--- config.mk ---
export PLATFORM = sky130hd
export DESIGN_NAME = plb_cache_responder_flat
export DESIGN_NICKNAME = d
export VERILOG_FILES = /design/src/rtl/plb_cache_responder_if.sv /design/src/rtl/plb_cache_responder.sv /design/src/flat_wrapper.sv
export SDC_FILE = /design/constraint.sdc
export NUM_CORES = 1
export LEC_CHECK = 0
export BUFFER_PORTS_ARGS = -buffer_cell sky130_fd_sc_hd__buf_4
export CAP_MARGIN = 20
export CORE_AREA = 2 2 200 202
export CTS_CLUSTER_DIAMETER = 50
export DETAILED_ROUTE_END_ITERATION = 7
export DIE_AREA = 0 0 202 204
export PLACE_DENSITY_LB_ADDON = 0.08
export SYNTH_ARGS = -nofsm -noshare
export SYNTH_HDL_FRONTEND = slang
export SYNTH_SLANG_ARGS = --single-unit
export TNS_END_PERCENT = 50
--- constraint.sdc ---
create_clock -name clk_i -period 5.79 [get_ports clk_i]
set_clock_uncertainty 0.05 [all_clocks]
set_input_delay 0.8685 -clock clk_i [delete_from_list [all_inputs] [get_ports clk_i]]
set_output_delay 0.8685 -clock clk_i [all_outputs]
set_load 0.05 [all_outputs]
--- src/rtl/plb_cache_responder_if.sv ---
// Request/response bus between the PLB lookup stage (master) and the cache responder (slave).
// The address carries a packed lookup request {sdid, spa, access_type}.
interface plb_cache_responder_if #(
   parameter int unsigned ADDR_WIDTH = 43,
   parameter int unsigned DATA_WIDTH = 8
);
   logic                    plb_cache_mem_req;
   logic [ADDR_WIDTH-1:0]   plb_cache_mem_addr;
   logic                    plb_cache_mem_we;
   logic [DATA_WIDTH-1:0]   plb_cache_mem_wdata;
   logic [DATA_WIDTH/8-1:0] plb_cache_mem_be;
   logic                    plb_cache_mem_gnt;
   logic                    plb_cache_mem_valid;
   logic [DATA_WIDTH-1:0]   plb_cache_mem_rdata;

   modport master (
      output plb_cache_mem_req, plb_cache_mem_addr, plb_cache_mem_we, plb_cache_mem_wdata,
             plb_cache_mem_be,
      input  plb_cache_mem_gnt, plb_cache_mem_valid, plb_cache_mem_rdata
   );

   modport slave (
      input  plb_cache_mem_req, plb_cache_mem_addr, plb_cache_mem_we, plb_cache_mem_wdata,
             plb_cache_mem_be,
      output plb_cache_mem_gnt, plb_cache_mem_valid, plb_cache_mem_rdata
   );
endinterface

--- src/rtl/plb_cache_responder.sv ---
// Memory-slave end of the PLB cache port: a small fully-associative tag store answering
// lookup reads one cycle after grant, filled by the walker and flushed on SDID/MPT changes.
module plb_cache_responder #(
   parameter int unsigned  NUM_ENTRIES = 8,
   parameter int unsigned  PAGE_SHIFT  = 12,
   parameter int unsigned  DATA_WIDTH  = 8,
   parameter int unsigned  CNT_WIDTH   = 32,
   localparam int unsigned SDID_WIDTH  = 6,
   localparam int unsigned SPA_WIDTH   = 34,
   localparam int unsigned ACC_WIDTH   = 3,
   localparam int unsigned ADDR_WIDTH  = SDID_WIDTH + SPA_WIDTH + ACC_WIDTH,
   localparam int unsigned SPN_WIDTH   = SPA_WIDTH - PAGE_SHIFT
) (
   input  logic                  clk_i,
   input  logic                  rst_ni,
   plb_cache_responder_if.slave  mem,
   input  logic                  fill_valid_i,
   output logic                  fill_ready_o,
   input  logic [SDID_WIDTH-1:0] fill_sdid_i,
   input  logic [SPN_WIDTH-1:0]  fill_spn_i,
   input  logic [ACC_WIDTH-1:0]  fill_perm_i,
   input  logic                  flush_i,
   output logic [CNT_WIDTH-1:0]  hit_count_o,
   output logic [CNT_WIDTH-1:0]  miss_count_o
);
   localparam int unsigned IDX_WIDTH = $clog2(NUM_ENTRIES);

   typedef struct packed {
      logic [SDID_WIDTH-1:0] sdid;
      logic [SPA_WIDTH-1:0]  spa;
      logic [ACC_WIDTH-1:0]  access_type;
   } plb_lookup_req_t;

   logic [ADDR_WIDTH-1:0] addr;
   plb_lookup_req_t       req;
   logic [SPN_WIDTH-1:0]  req_spn;

   assign addr    = mem.plb_cache_mem_addr;
   assign req     = plb_lookup_req_t'(addr);
   assign req_spn = req.spa[SPA_WIDTH-1:PAGE_SHIFT];

   logic [NUM_ENTRIES-1:0] valid_q, valid_d;
   logic [SDID_WIDTH-1:0]  sdid_q [NUM_ENTRIES];
   logic [SPN_WIDTH-1:0]   spn_q  [NUM_ENTRIES];
   logic [ACC_WIDTH-1:0]   perm_q [NUM_ENTRIES];
   logic [IDX_WIDTH-1:0]   victim_q, victim_d;
   logic                   rsp_valid_q;
   logic [DATA_WIDTH-1:0]  rdata_q, rdata_d;
   logic [CNT_WIDTH-1:0]   hit_q, hit_d, miss_q, miss_d;

   logic                   gnt, rd_gnt, lk_hit, perm_ok;
   logic [ACC_WIDTH-1:0]   lk_perm;
   logic                   fill_take, fill_hit, inv_found;
   logic [IDX_WIDTH-1:0]   hit_idx, inv_idx, fill_idx;

   assign gnt          = mem.plb_cache_mem_req && !flush_i;
   assign rd_gnt       = gnt && !mem.plb_cache_mem_we;
   assign fill_ready_o = !flush_i;
   assign fill_take    = fill_valid_i && !flush_i;

   // Lookup against pre-fill contents; fill dedup keeps at most one match.
   always_comb begin
      lk_hit  = 1'b0;
      lk_perm = '0;
      for (int unsigned i = 0; i < NUM_ENTRIES; i++) begin
         if (valid_q[i] && sdid_q[i] == req.sdid && spn_q[i] == req_spn) begin
            lk_hit  = 1'b1;
            lk_perm = perm_q[i];
         end
      end
      perm_ok = (lk_perm & req.access_type) == req.access_type;
   end

   always_comb begin
      fill_hit  = 1'b0;
      hit_idx   = '0;
      inv_found = 1'b0;
      inv_idx   = '0;
      for (int unsigned i = 0; i < NUM_ENTRIES; i++) begin
         if (valid_q[i] && sdid_q[i] == fill_sdid_i && spn_q[i] == fill_spn_i) begin
            fill_hit = 1'b1;
            hit_idx  = IDX_WIDTH'(i);
         end
         if (!valid_q[i] && !inv_found) begin
            inv_found = 1'b1;
            inv_idx   = IDX_WIDTH'(i);
         end
      end
      fill_idx = fill_hit ? hit_idx : (inv_found ? inv_idx : victim_q);
   end

   always_comb begin
      valid_d  = valid_q;
      victim_d = victim_q;
      if (flush_i) begin
         valid_d  = '0;
         victim_d = '0;
      end else if (fill_take) begin
         valid_d[fill_idx] = 1'b1;
         // Round-robin only advances when a live entry is displaced.
         if (!fill_hit && !inv_found) begin
            victim_d = victim_q + IDX_WIDTH'(1);
         end
      end
   end

   always_comb begin
      rdata_d = '0;
      hit_d   = hit_q;
      miss_d  = miss_q;
      if (rd_gnt) begin
         rdata_d[0] = lk_hit && perm_ok;
         rdata_d[1] = lk_hit && !perm_ok;
         if (lk_hit && perm_ok) begin
            if (hit_q != '1) hit_d = hit_q + CNT_WIDTH'(1);
         end else begin
            if (miss_q != '1) miss_d = miss_q + CNT_WIDTH'(1);
         end
      end
   end

   always_ff @(posedge clk_i or negedge rst_ni) begin
      if (!rst_ni) begin
         valid_q     <= '0;
         victim_q    <= '0;
         rsp_valid_q <= 1'b0;
         rdata_q     <= '0;
         hit_q       <= '0;
         miss_q      <= '0;
      end else begin
         valid_q     <= valid_d;
         victim_q    <= victim_d;
         rsp_valid_q <= gnt;
         rdata_q     <= rdata_d;
         hit_q       <= hit_d;
         miss_q      <= miss_d;
      end
   end

   // Payload is qualified by valid_q, so it needs no reset.
   always_ff @(posedge clk_i) begin
      if (fill_take) begin
         sdid_q[fill_idx] <= fill_sdid_i;
         spn_q[fill_idx]  <= fill_spn_i;
         perm_q[fill_idx] <= fill_perm_i;
      end
   end

   assign mem.plb_cache_mem_gnt   = gnt;
   assign mem.plb_cache_mem_valid = rsp_valid_q;
   assign mem.plb_cache_mem_rdata = rdata_q;
   assign hit_count_o             = hit_q;
   assign miss_count_o            = miss_q;

   logic unused_sig;
   assign unused_sig = ^{mem.plb_cache_mem_wdata, mem.plb_cache_mem_be,
                         req.spa[PAGE_SHIFT-1:0]};
endmodule
--- src/flat_wrapper.sv ---
// flat-port wrapper written by rule: the top's interface ports become plain ports
module plb_cache_responder_flat 
#(
   parameter int unsigned  NUM_ENTRIES = 8,
   parameter int unsigned  PAGE_SHIFT  = 12,
   parameter int unsigned  DATA_WIDTH  = 8,
   parameter int unsigned  CNT_WIDTH   = 32,
   localparam int unsigned SDID_WIDTH  = 6,
   localparam int unsigned SPA_WIDTH   = 34,
   localparam int unsigned ACC_WIDTH   = 3,
   localparam int unsigned ADDR_WIDTH  = SDID_WIDTH + SPA_WIDTH + ACC_WIDTH,
   localparam int unsigned SPN_WIDTH   = SPA_WIDTH - PAGE_SHIFT
)
  (clk_i, rst_ni, fill_valid_i, fill_ready_o, fill_sdid_i, fill_spn_i, fill_perm_i, flush_i, hit_count_o, miss_count_o, mem_plb_cache_mem_req, mem_plb_cache_mem_addr, mem_plb_cache_mem_we, mem_plb_cache_mem_wdata, mem_plb_cache_mem_be, mem_plb_cache_mem_gnt, mem_plb_cache_mem_valid, mem_plb_cache_mem_rdata);
  plb_cache_responder_if #(.DATA_WIDTH(DATA_WIDTH)) mem_i ();
  input  logic clk_i;
  input  logic rst_ni;
  input  logic fill_valid_i;
  output logic fill_ready_o;
  input  logic [SDID_WIDTH-1:0] fill_sdid_i;
  input  logic [SPN_WIDTH-1:0] fill_spn_i;
  input  logic [ACC_WIDTH-1:0] fill_perm_i;
  input  logic flush_i;
  output logic [CNT_WIDTH-1:0] hit_count_o;
  output logic [CNT_WIDTH-1:0] miss_count_o;
  input wire logic [$bits(mem_i.plb_cache_mem_req)-1:0] mem_plb_cache_mem_req;
  input wire logic [$bits(mem_i.plb_cache_mem_addr)-1:0] mem_plb_cache_mem_addr;
  input wire logic [$bits(mem_i.plb_cache_mem_we)-1:0] mem_plb_cache_mem_we;
  input wire logic [$bits(mem_i.plb_cache_mem_wdata)-1:0] mem_plb_cache_mem_wdata;
  input wire logic [$bits(mem_i.plb_cache_mem_be)-1:0] mem_plb_cache_mem_be;
  output wire logic [$bits(mem_i.plb_cache_mem_gnt)-1:0] mem_plb_cache_mem_gnt;
  output wire logic [$bits(mem_i.plb_cache_mem_valid)-1:0] mem_plb_cache_mem_valid;
  output wire logic [$bits(mem_i.plb_cache_mem_rdata)-1:0] mem_plb_cache_mem_rdata;
  assign mem_i.plb_cache_mem_req = mem_plb_cache_mem_req;
  assign mem_i.plb_cache_mem_addr = mem_plb_cache_mem_addr;
  assign mem_i.plb_cache_mem_we = mem_plb_cache_mem_we;
  assign mem_i.plb_cache_mem_wdata = mem_plb_cache_mem_wdata;
  assign mem_i.plb_cache_mem_be = mem_plb_cache_mem_be;
  assign mem_plb_cache_mem_gnt = mem_i.plb_cache_mem_gnt;
  assign mem_plb_cache_mem_valid = mem_i.plb_cache_mem_valid;
  assign mem_plb_cache_mem_rdata = mem_i.plb_cache_mem_rdata;
  plb_cache_responder #(.NUM_ENTRIES(NUM_ENTRIES), .PAGE_SHIFT(PAGE_SHIFT), .DATA_WIDTH(DATA_WIDTH), .CNT_WIDTH(CNT_WIDTH)) u_core (.clk_i(clk_i), .rst_ni(rst_ni), .mem(mem_i), .fill_valid_i(fill_valid_i), .fill_ready_o(fill_ready_o), .fill_sdid_i(fill_sdid_i), .fill_spn_i(fill_spn_i), .fill_perm_i(fill_perm_i), .flush_i(flush_i), .hit_count_o(hit_count_o), .miss_count_o(miss_count_o));
endmodule
# Word-level counts from Yosys, hierarchy flattened
# Memory sizes are Yosys's and may differ from the RTL's.
# Cells that the tools add are included.
# Widths: inputs -> output; s select.
dict set report word_totals {
  in_bits 89
  mem_bits_rw 248
  word_cells 179
  ff_bits 78
  mem_count 3
}
dict set report op_classes {
  n_eq_ne 35
  n_lt_le_gt_ge 2
  bitwise_logic 3
  addsub 3
  n_reduce_logical 69
  n_mux 58
}
# memory words word_bits read_ports rd_ports_with_merged_regs write_ports line
set mem_list {}
lappend mem_list {u_core.spn_q 8 22 8 0 1 plb_cache_responder.sv:44} ;# logic [SPN_WIDTH-1:0] spn_q [NUM_ENTRIES];
lappend mem_list {u_core.sdid_q 8 6 8 0 1 plb_cache_responder.sv:43} ;# logic [SDID_WIDTH-1:0] sdid_q [NUM_ENTRIES];
lappend mem_list {u_core.perm_q 8 3 8 0 1 plb_cache_responder.sv:45} ;# logic [ACC_WIDTH-1:0] perm_q [NUM_ENTRIES];
# cell n
set op_table {}
lappend op_table {{$eq 22x22->1} 16}
lappend op_table {{$eq 6x6->1} 16}
lappend op_table {{$add 32x1->32 const B} 2}
lappend op_table {{$ne 32x32->1 const B} 2}
lappend op_table {{$mux 3} 21}
lappend op_table {{$logic_and 1x1->1} 46}
lappend op_table {{$mux 1} 29}
lappend op_table {{$logic_not 1->1} 18}
lappend op_table {{$mux 8} 2}
lappend op_table {{$mux 2} 5}
lappend op_table {{$or 8x8->8} 1}
lappend op_table {{$reduce_and 3->1} 2}
lappend op_table {{$lt 3x4->1 const B} 1}
lappend op_table {{$reduce_bool 2->1} 2}
lappend op_table {{$add 3x1->3 const B} 1}
lappend op_table {{$and 3x3->3} 1}
lappend op_table {{$demux 1 s3} 1}
lappend op_table {{$eq 3x3->1} 1}
lappend op_table {{$ge 3x1->1 const B} 1}
lappend op_table {{$reduce_and 2->1} 1}
lappend op_table {{$not 1->1} 1}

# Longest topological paths before layout
# Gate-level depths: netlist (run 1).
dict set report logic_depth {
  word_depth 30
  mapped_depth 12
  ltp_nobuf 10
}

# Worst setup path before layout (run 1)
# Ideal clock, no wire load.
dict set report synth_timing {
  path_type {input port to flip-flop}
  startpoint {input fill_spn_i[12]}
  endpoint {memory u_core.perm_q[6][0], enable pin}
  path_slack_ns 0.524
  path_buffers 1
  cell_stages 10
  arrival_ns 4.755
  required_ns 5.280
  path_cell_list {clkbuf_1 -> xnor2_1 -> nand4_1 -> nor4_1 -> nand4_1 -> a21boi_0 -> o21ai_0 -> a21boi_0 -> o21ai_1 -> nor3_1}
}
dict set report synth_between {
  elab_chain_cells 11
  word_cells_on_any_way 32
}
# element line
set synth_lines {}
lappend synth_lines {{start: declaration} flat_wrapper.sv:21} ;# input logic [SPN_WIDTH-1:0] fill_spn_i;
lappend synth_lines {{$eq 22x22->1} plb_cache_responder.sv:80} ;# if (valid_q[i] && sdid_q[i] == fill_sdid_i && spn_q[i] == fill_spn_i) begin
lappend synth_lines {{$logic_and 1x1->1} plb_cache_responder.sv:80}
lappend synth_lines {{$mux 1 (8 in a row)} plb_cache_responder.sv:80}
lappend synth_lines {{$mux 3 (*)} plb_cache_responder.sv:89} ;# fill_idx = fill_hit ? hit_idx : (inv_found ? inv_idx : victim_q);
lappend synth_lines {{end: declaration} plb_cache_responder.sv:45}
# Mark *: on every way between the ends. The rest lies on a longest branch, timed or not.

# Worst setup path after layout (run 1)
dict set report layout_timing {
  startpoint {input mem_plb_cache_mem_addr[30]}
  endpoint {register u_core.miss_q[1] (netlist: u_core.miss_count_o[1])}
}
dict set report layout_between {
  elab_chain_cells 15
  word_cells_on_any_way 37
}
# element line
set layout_lines {}
lappend layout_lines {{start: declaration} flat_wrapper.sv:27} ;# input wire logic [$bits(mem_i.plb_cache_mem_addr)-1:0] mem_plb_cache_mem_addr;
lappend layout_lines {{$eq 22x22->1} plb_cache_responder.sv:66} ;# if (valid_q[i] && sdid_q[i] == req.sdid && spn_q[i] == req_spn) begin
lappend layout_lines {{$logic_and 1x1->1} plb_cache_responder.sv:66}
lappend layout_lines {{$mux 3 (8 in a row)} plb_cache_responder.sv:66}
lappend layout_lines {{$and 3x3->3} plb_cache_responder.sv:71} ;# perm_ok = (lk_perm & req.access_type) == req.access_type;
lappend layout_lines {{$eq 3x3->1} plb_cache_responder.sv:71}
lappend layout_lines {{$logic_and 1x1->1 (*)} plb_cache_responder.sv:114} ;# if (lk_hit && perm_ok) begin
lappend layout_lines {{$not 1->1 (no line) (*)} --}
lappend layout_lines {{$reduce_and 3->1 (no line) (*)} --}
lappend layout_lines {{end signal: assignment} plb_cache_responder.sv:136} ;# miss_q <= miss_d;
lappend layout_lines {{end: declaration} plb_cache_responder.sv:49} ;# logic [CNT_WIDTH-1:0] hit_q, hit_d, miss_q, miss_d;
# Marks and branches as above.
# A chain may end at the register's enable or synchronous reset.

==> flow_summary.json, run 1 <==
{
  "rsz0062_at_grt": "false",
  "syn_inst": 1461,
  "drt-met1-wl_um": 25800,
  "portBuffers": 136,
  "final-max-slew-violation-count": 0,
  "dp_hpwl_um": 39300,
  "netlist_top_cells_count": "xnor2_1, edfxtp_1, xor2_1",
  "initial_utilization_pct": 44.5,
  "num_vias": 12600,
  "cp_slowest_stage_delay_ps": 570,
  "drtIter0Drc": 1120,
  "drive_gt1_share_pct": 15.2,
  "p_leak_nw": 7.24,
  "rows": 73,
  "diodes": 0,
  "post-route-drc-count": 0,
  "cts_resized": 0,
  "cp_cell_sequence": "buf_4 -> xor2_1 -> or4_1 -> nor4_1 -> a32oi_1 -> a21boi_0 -> a2111o_1 -> a21oi_1 -> nand3_1 -> nand2_1 -> mux2_2",
  "avgSynthCellArea_sq_um": 11.9,
  "synthArstFlopShare_pct": 23.9,
  "yosysSeqAreaShare_pct": 53.9,
  "ant_nets": 0,
  "core_area_sq_um": 39200,
  "ir_drop_mv": 0.189,
  "placed_cell_area_sq_um": 19000,
  "hold_violations": 0,
  "nets": 1688,
  "cts_root_buf": "clkbuf_16",
  "clkSinkCount": 326,
  "clkSlewWorstSetupHoldPaths_ps": 60,
  "slew_headroom_pct": 20.5,
  "numCtsBuffers": 44,
  "viasPerCell": 5.86,
  "layoutNonFillerInstCount": 2152,
  "fillers": 3460,
  "min_period_ps": 4350,
  "cp_slowest_cell": "nor4_1",
  "htree_levels": 2,
  "yosysWarnings": 0,
  "clock_latency_ps": 570,
  "hp-class": "input pin to async pin",
  "grt_overflow": 0,
  "placedCellCount": 2074,
  "post-synth-top-area-fraction_pct": 42.7,
  "cp_max_fo": 14,
  "cts_max_path_buffers": 3,
  "syn2layout_area_growth_pct": 17.3,
  "boundaryPins": 164,
  "synth_most_common_cell": "xnor2_1",
  "fin_hold_ws_ps": 87.7,
  "netlist_area_sq_um": 17400,
  "wl_per_cell_um": 27.2,
  "crit_type": "input pin to flop",
  "first_pass_iters": 6,
  "grt_start_max_net_pins": 67,
  "ys.flop_type": "edfxtp_1",
  "setup_viol": 0,
  "crit_path_end_kind": "flop",
  "p_per_area_nw_per_um2": 293,
  "globalRouteTotalUtil_pct": 28.3,
  "routabilityCongestion": 0.928,
  "synth_cell_types": 67,
  "grt_pass1_wl_um": 83500,
  "cp.required_ps": 6170,
  "die_area_sq_um": 41200,
  "ys_seq_elements": 326,
  "antenna_found_initial": 1,
  "hold_buffers": 0,
  "status": "finished clean",
  "die_h_um": 204,
  "final.period_utilization_pct": 75.0,
  "wl_met2_um": 25800,
  "tns_ps": 0,
  "synth_edf_count": 248,
  "wl_um": 58500,
  "cts_tree": "yes",
  "worst_pin_slew_ps": 1180,
  "synth_area_leaders": "edfxtp_1, xnor2_1, dfrtp_1",
  "wl_met3_um": 4550,
  "stdcell_area_sq_um": 20500,
  "critPathLaunchType": "input pin",
  "fp.dieW_um": 202,
  "critical_path_arrival_ps": 4730,
  "grt_pass1_vias": 12000,
  "synth_top_area_cell": "edfxtp_1",
  "cts_setup_buffers": 0,
  "drv_cap": 0,
  "max_freq_mhz": 230,
  "dr.max_layer_used": "met4"
}
## cell type report
| type | count | area [sq um] | share of cell area (%) |
|---|---|---|---|
| Inverter | 29 | 109 | 0.532 |
| Timing Repair Buffer | 159 | 1190 | 5.83 |
| Sequential cell | 326 | 9400 | 45.9 |
| Clock inverter | 23 | 268 | 1.31 |
| Tap cell | 525 | 657 | 3.21 |
| Multi-Input combinational cell | 1036 | 7670 | 37.5 |
| Clock buffer | 54 | 1170 | 5.72 |
## through the flow
stage	total power [W]	util [%]	worst slack (ps)
detailed placement	0.00331	48.5	902
finish	0.00600	52.2	1440
floorplan	0.00304	-	524
global placement	0.00331	48.5	906
global route	0.00617	52.2	1240
CTS	0.00603	52.2	1480
## routing by layer
metal / vias up / global-route usage [%]
met5: - / 0
met1: 6349 / 40.2
met4: 0 / 10.8
met2: 596 / 43.3
met3: 124 / 4.75
li1: 5549 / -
## power by group
group	total (W)	leakage [nW]	internal, W	switching, W
Sequential	0.00262	3.30	0.00257	0.0000470
Combinational	0.000651	3.23	0.000212	0.000439
Clock	0.00273	0.701	0.00166	0.00107
## flip-flops by register name, indices dropped and copies added (netlist names)
name	flops
u_core.mem.plb_cache_mem_rdata	2
u_core.valid_q	8
u_core.spn_q	176
u_core.sdid_q	48
u_core.miss_count_o	32
u_core.victim_q	3
u_core.mem.plb_cache_mem_valid	1
u_core.hit_count_o	32
u_core.perm_q	24
## path summary, 6_finish.rpt
| kind | startpoint | endpoint | slack (ps) | cells past startpoint |
|---|---|---|---|---|
| max | mem_plb_cache_mem_addr[30] | u_core.miss_count_o[1] | 1440 | 11 |
| min | rst_ni | u_core.hit_count_o[18] | 90 | 1 |
| max reg2reg | u_core.spn_q[3][2] | u_core.miss_count_o[1] | 1580 | 10 |
| min reg2reg | u_core.miss_count_o[29] | u_core.miss_count_o[29] | 440 | 1 |
| max in group asynchronous | rst_ni | u_core.miss_count_o[4] | 4500 | 2 |
| min in group clk_i | u_core.miss_count_o[29] | u_core.miss_count_o[29] | 440 | 1 |
## kinds of logic after synthesis
| group | synth area share (%) |
|---|---|
| adders and majority gates | 0.215 |
| xor gates and xnor gates | 25.6 |
| muxes | 0.430 |
| DFF | 53.9 |
| AOI/OAI and AO/OA | 2.26 |
| buffers and inverters | 2.58 |
| and+or+nand+nor | 15.1 |
| other | 0.0215 |
## critical path: cells and delay by family
| family | cells | cell delay (ps) |
|---|---|---|
| compound gates | 4 | 1200 |
| xor+xnor | 1 | 140 |
| buf+inv | 1 | 290 |
| mux | 1 | 350 |
| simple gates | 4 | 1850 |
## layout by cell type, fill, tap and decap left out, types with 5 or more instances in the layout
cell / count
xnor2_1: 348
edfxtp_1: 248
xor2_1: 161
buf_4: 159
nand4_1: 131
dfrtp_1: 78
nor4_1: 61
nand2_1: 58
nand3_1: 56
clkbuf_16: 45
nor2_1: 42
inv_1: 28
nor3_1: 26
and3_1: 17
or4_1: 14
and4_1: 8
o21ai_0: 8
clkbuf_1: 8
nand4b_1: 7
a21o_1: 7
conb_1: 6
and2_1: 5
clkinv_1: 5
bufinv_16: 5
(Power assumes the default switching activity.)
==> run 2: changes to the inputs <==
==> constraint.sdc (replaced) <==
create_clock -name clk_i -period 3.8 [get_ports clk_i]
set_clock_uncertainty 0.05 [all_clocks]
set_input_delay 0.57 -clock clk_i [delete_from_list [all_inputs] [get_ports clk_i]]
set_output_delay 0.57 -clock clk_i [all_outputs]
set_load 0.05 [all_outputs]
==> flow_summary.json, run 2 (synthesis gave the netlist of run 1 again) <==
{
  "status": "finished with violations",
  "violations": "setup timing",
  "rsz0062_at_grt": "true",
  "hp-class": "input pin to async pin",
  "cts_root_buf": "clkbuf_16",
  "globalRouteTotalUtil_pct": 30.0,
  "p_leak_nw": 8.33,
  "grt_overflow": 0,
  "ant_nets": 0,
  "final-max-slew-violation-count": 0,
  "multiInputGateArea_sq_um": 7730,
  "ir_drop_mv": 0.344,
  "post-route-drc-count": 0,
  "die_area_sq_um": 41200,
  "final_common_cell": "xnor2_1",
  "placedCellCount": 2275,
  "initial_utilization_pct": 44.5,
  "clock_latency_ps": 580,
  "max_freq_mhz": 263,
  "setup_viol": 1,
  "fillers": 3402,
  "routabilityCongestion": 0.966,
  "cts_max_path_buffers": 3,
  "largest_reg_flops": 176,
  "largest_register": "u_core.spn_q",
  "diodes": 0,
  "min_period_ps": 3800,
  "critPathLaunchType": "flop",
  "syn2layout_area_growth_pct": 28.0,
  "cts_tree": "yes",
  "clkSinkCount": 326,
  "portBuffers": 136,
  "drv_cap": 0,
  "slew_headroom_pct": 28.0,
  "fin_ws_ps": -0.973,
  "grt_pass1_vias": 13000,
  "first_pass_iters": 5,
  "seq_area_sq_um": 9400,
  "reg_top3": "u_core.spn_q x176, u_core.sdid_q x48",
  "worstSetupStartpoint": "u_core.spn_q[2][14]",
  "crit_path_end_kind": "flop",
  "numCtsBuffers": 43,
  "critical_path_arrival_ps": 4190,
  "htree_levels": 2,
  "hold_buffers": 0,
  "clkSlewWorstSetupHoldPaths_ps": 60,
  "num_vias": 13300,
  "worst_pin_slew_ps": 1080,
  "total_power_w": 0.00934,
  "crit_type": "flop to flop",
  "p_per_area_nw_per_um2": 418,
  "cp.required_ps": 4190,
  "timing.rr.start": "u_core.spn_q[2][14]",
  "boundaryPins": 164,
  "wl_per_cell_um": 26.3,
  "viasPerCell": 5.62,
  "layoutNonFillerInstCount": 2357,
  "antenna_found_initial": 0,
  "stdcell_area_sq_um": 22300,
  "nets": 1890,
  "die_h_um": 204,
  "final.period_utilization_pct": 100,
  "placed_cell_area_sq_um": 20800,
  "layout_common_cells": "xnor2_1, buf_4, edfxtp_1",
  "fp.dieW_um": 202,
  "core_area_sq_um": 39200,
  "wl_um": 62100,
  "grt_start_max_net_pins": 60,
  "tns_ps": -0.973,
  "rows": 73,
  "dp_hpwl_um": 46900,
  "grt_pass1_wl_um": 88300,
  "cp_max_fo": 6,
  "hold_violations": 0,
  "drive_gt1_share_pct": 25.1,
  "drtIter0Drc": 1269
}
## run 2: final cells by class
cell class	instances	share of cell area (%)
clock buffer	51	5.23
sequential	326	42.1
multi-input combinational	1037	34.6
inverter	29	0.487
clock inverter	28	1.26
tap	525	2.94
timing repair buffer	361	13.4
## run 2: path summary, 6_finish.rpt
check,end,cells after the start,slack [ps]
max in group asynchronous,u_core.hit_count_o[4],2,2940
worst min register to register,u_core.miss_count_o[10],1,440
min in group clk_i,u_core.victim_q[2],2,190
worst max-delay path,u_core.miss_count_o[12],12,-1
worst min-delay path,u_core.hit_count_o[26],1,10
worst max register to register,u_core.miss_count_o[12],12,-1
## run 2: power by group
part           switching (W)  internal [W]  total (W)
sequential         0.0000669       0.00392    0.00398
clock                0.00163       0.00254    0.00417
combinational       0.000723      0.000458    0.00118
## run 2: per-stage QoR
stage / utilization, % / hold slack [ps] / setup WS [ps]
6_report: 57.0 / 10.1 / -0.973
5_1_grt: 57.0 / 92.1 / -10.9
4_1_cts: 56.9 / 43.1 / 28.0
3_5_place_dp: 53.1 / 430 / -424
3_3_place_gp: 53.1 / 426 / -396
2_1_floorplan: - / 224 / -442
## run 2: repair_timing
item,4_1_cts,5_1_grt
pin swaps,4,5
gates resized for setup,3,7
setup buffers,2,0
setup endpoints to repair,148,74
gates cloned,0,1
## run 2: routing by layer
metal	wire length [um]	share of wire [%]	track usage (%)
met3	4990	8.0	5.44
met1	26700	43	41.3
met2	28100	45	47.1
met5	0	0	0
met4	2330	3.7	12.1
## run 2: critical path: stages (launching register included)
cell	delay, ps
edfxtp_1	420
xnor2_1	280
buf_4	160
nand4_1	100
nor4_1	760
buf_4	240
nand2_1	70
or3b_2	450
a31oi_1	220
o21ai_2	80
and3_1	250
or4_1	450
xnor2_1	140
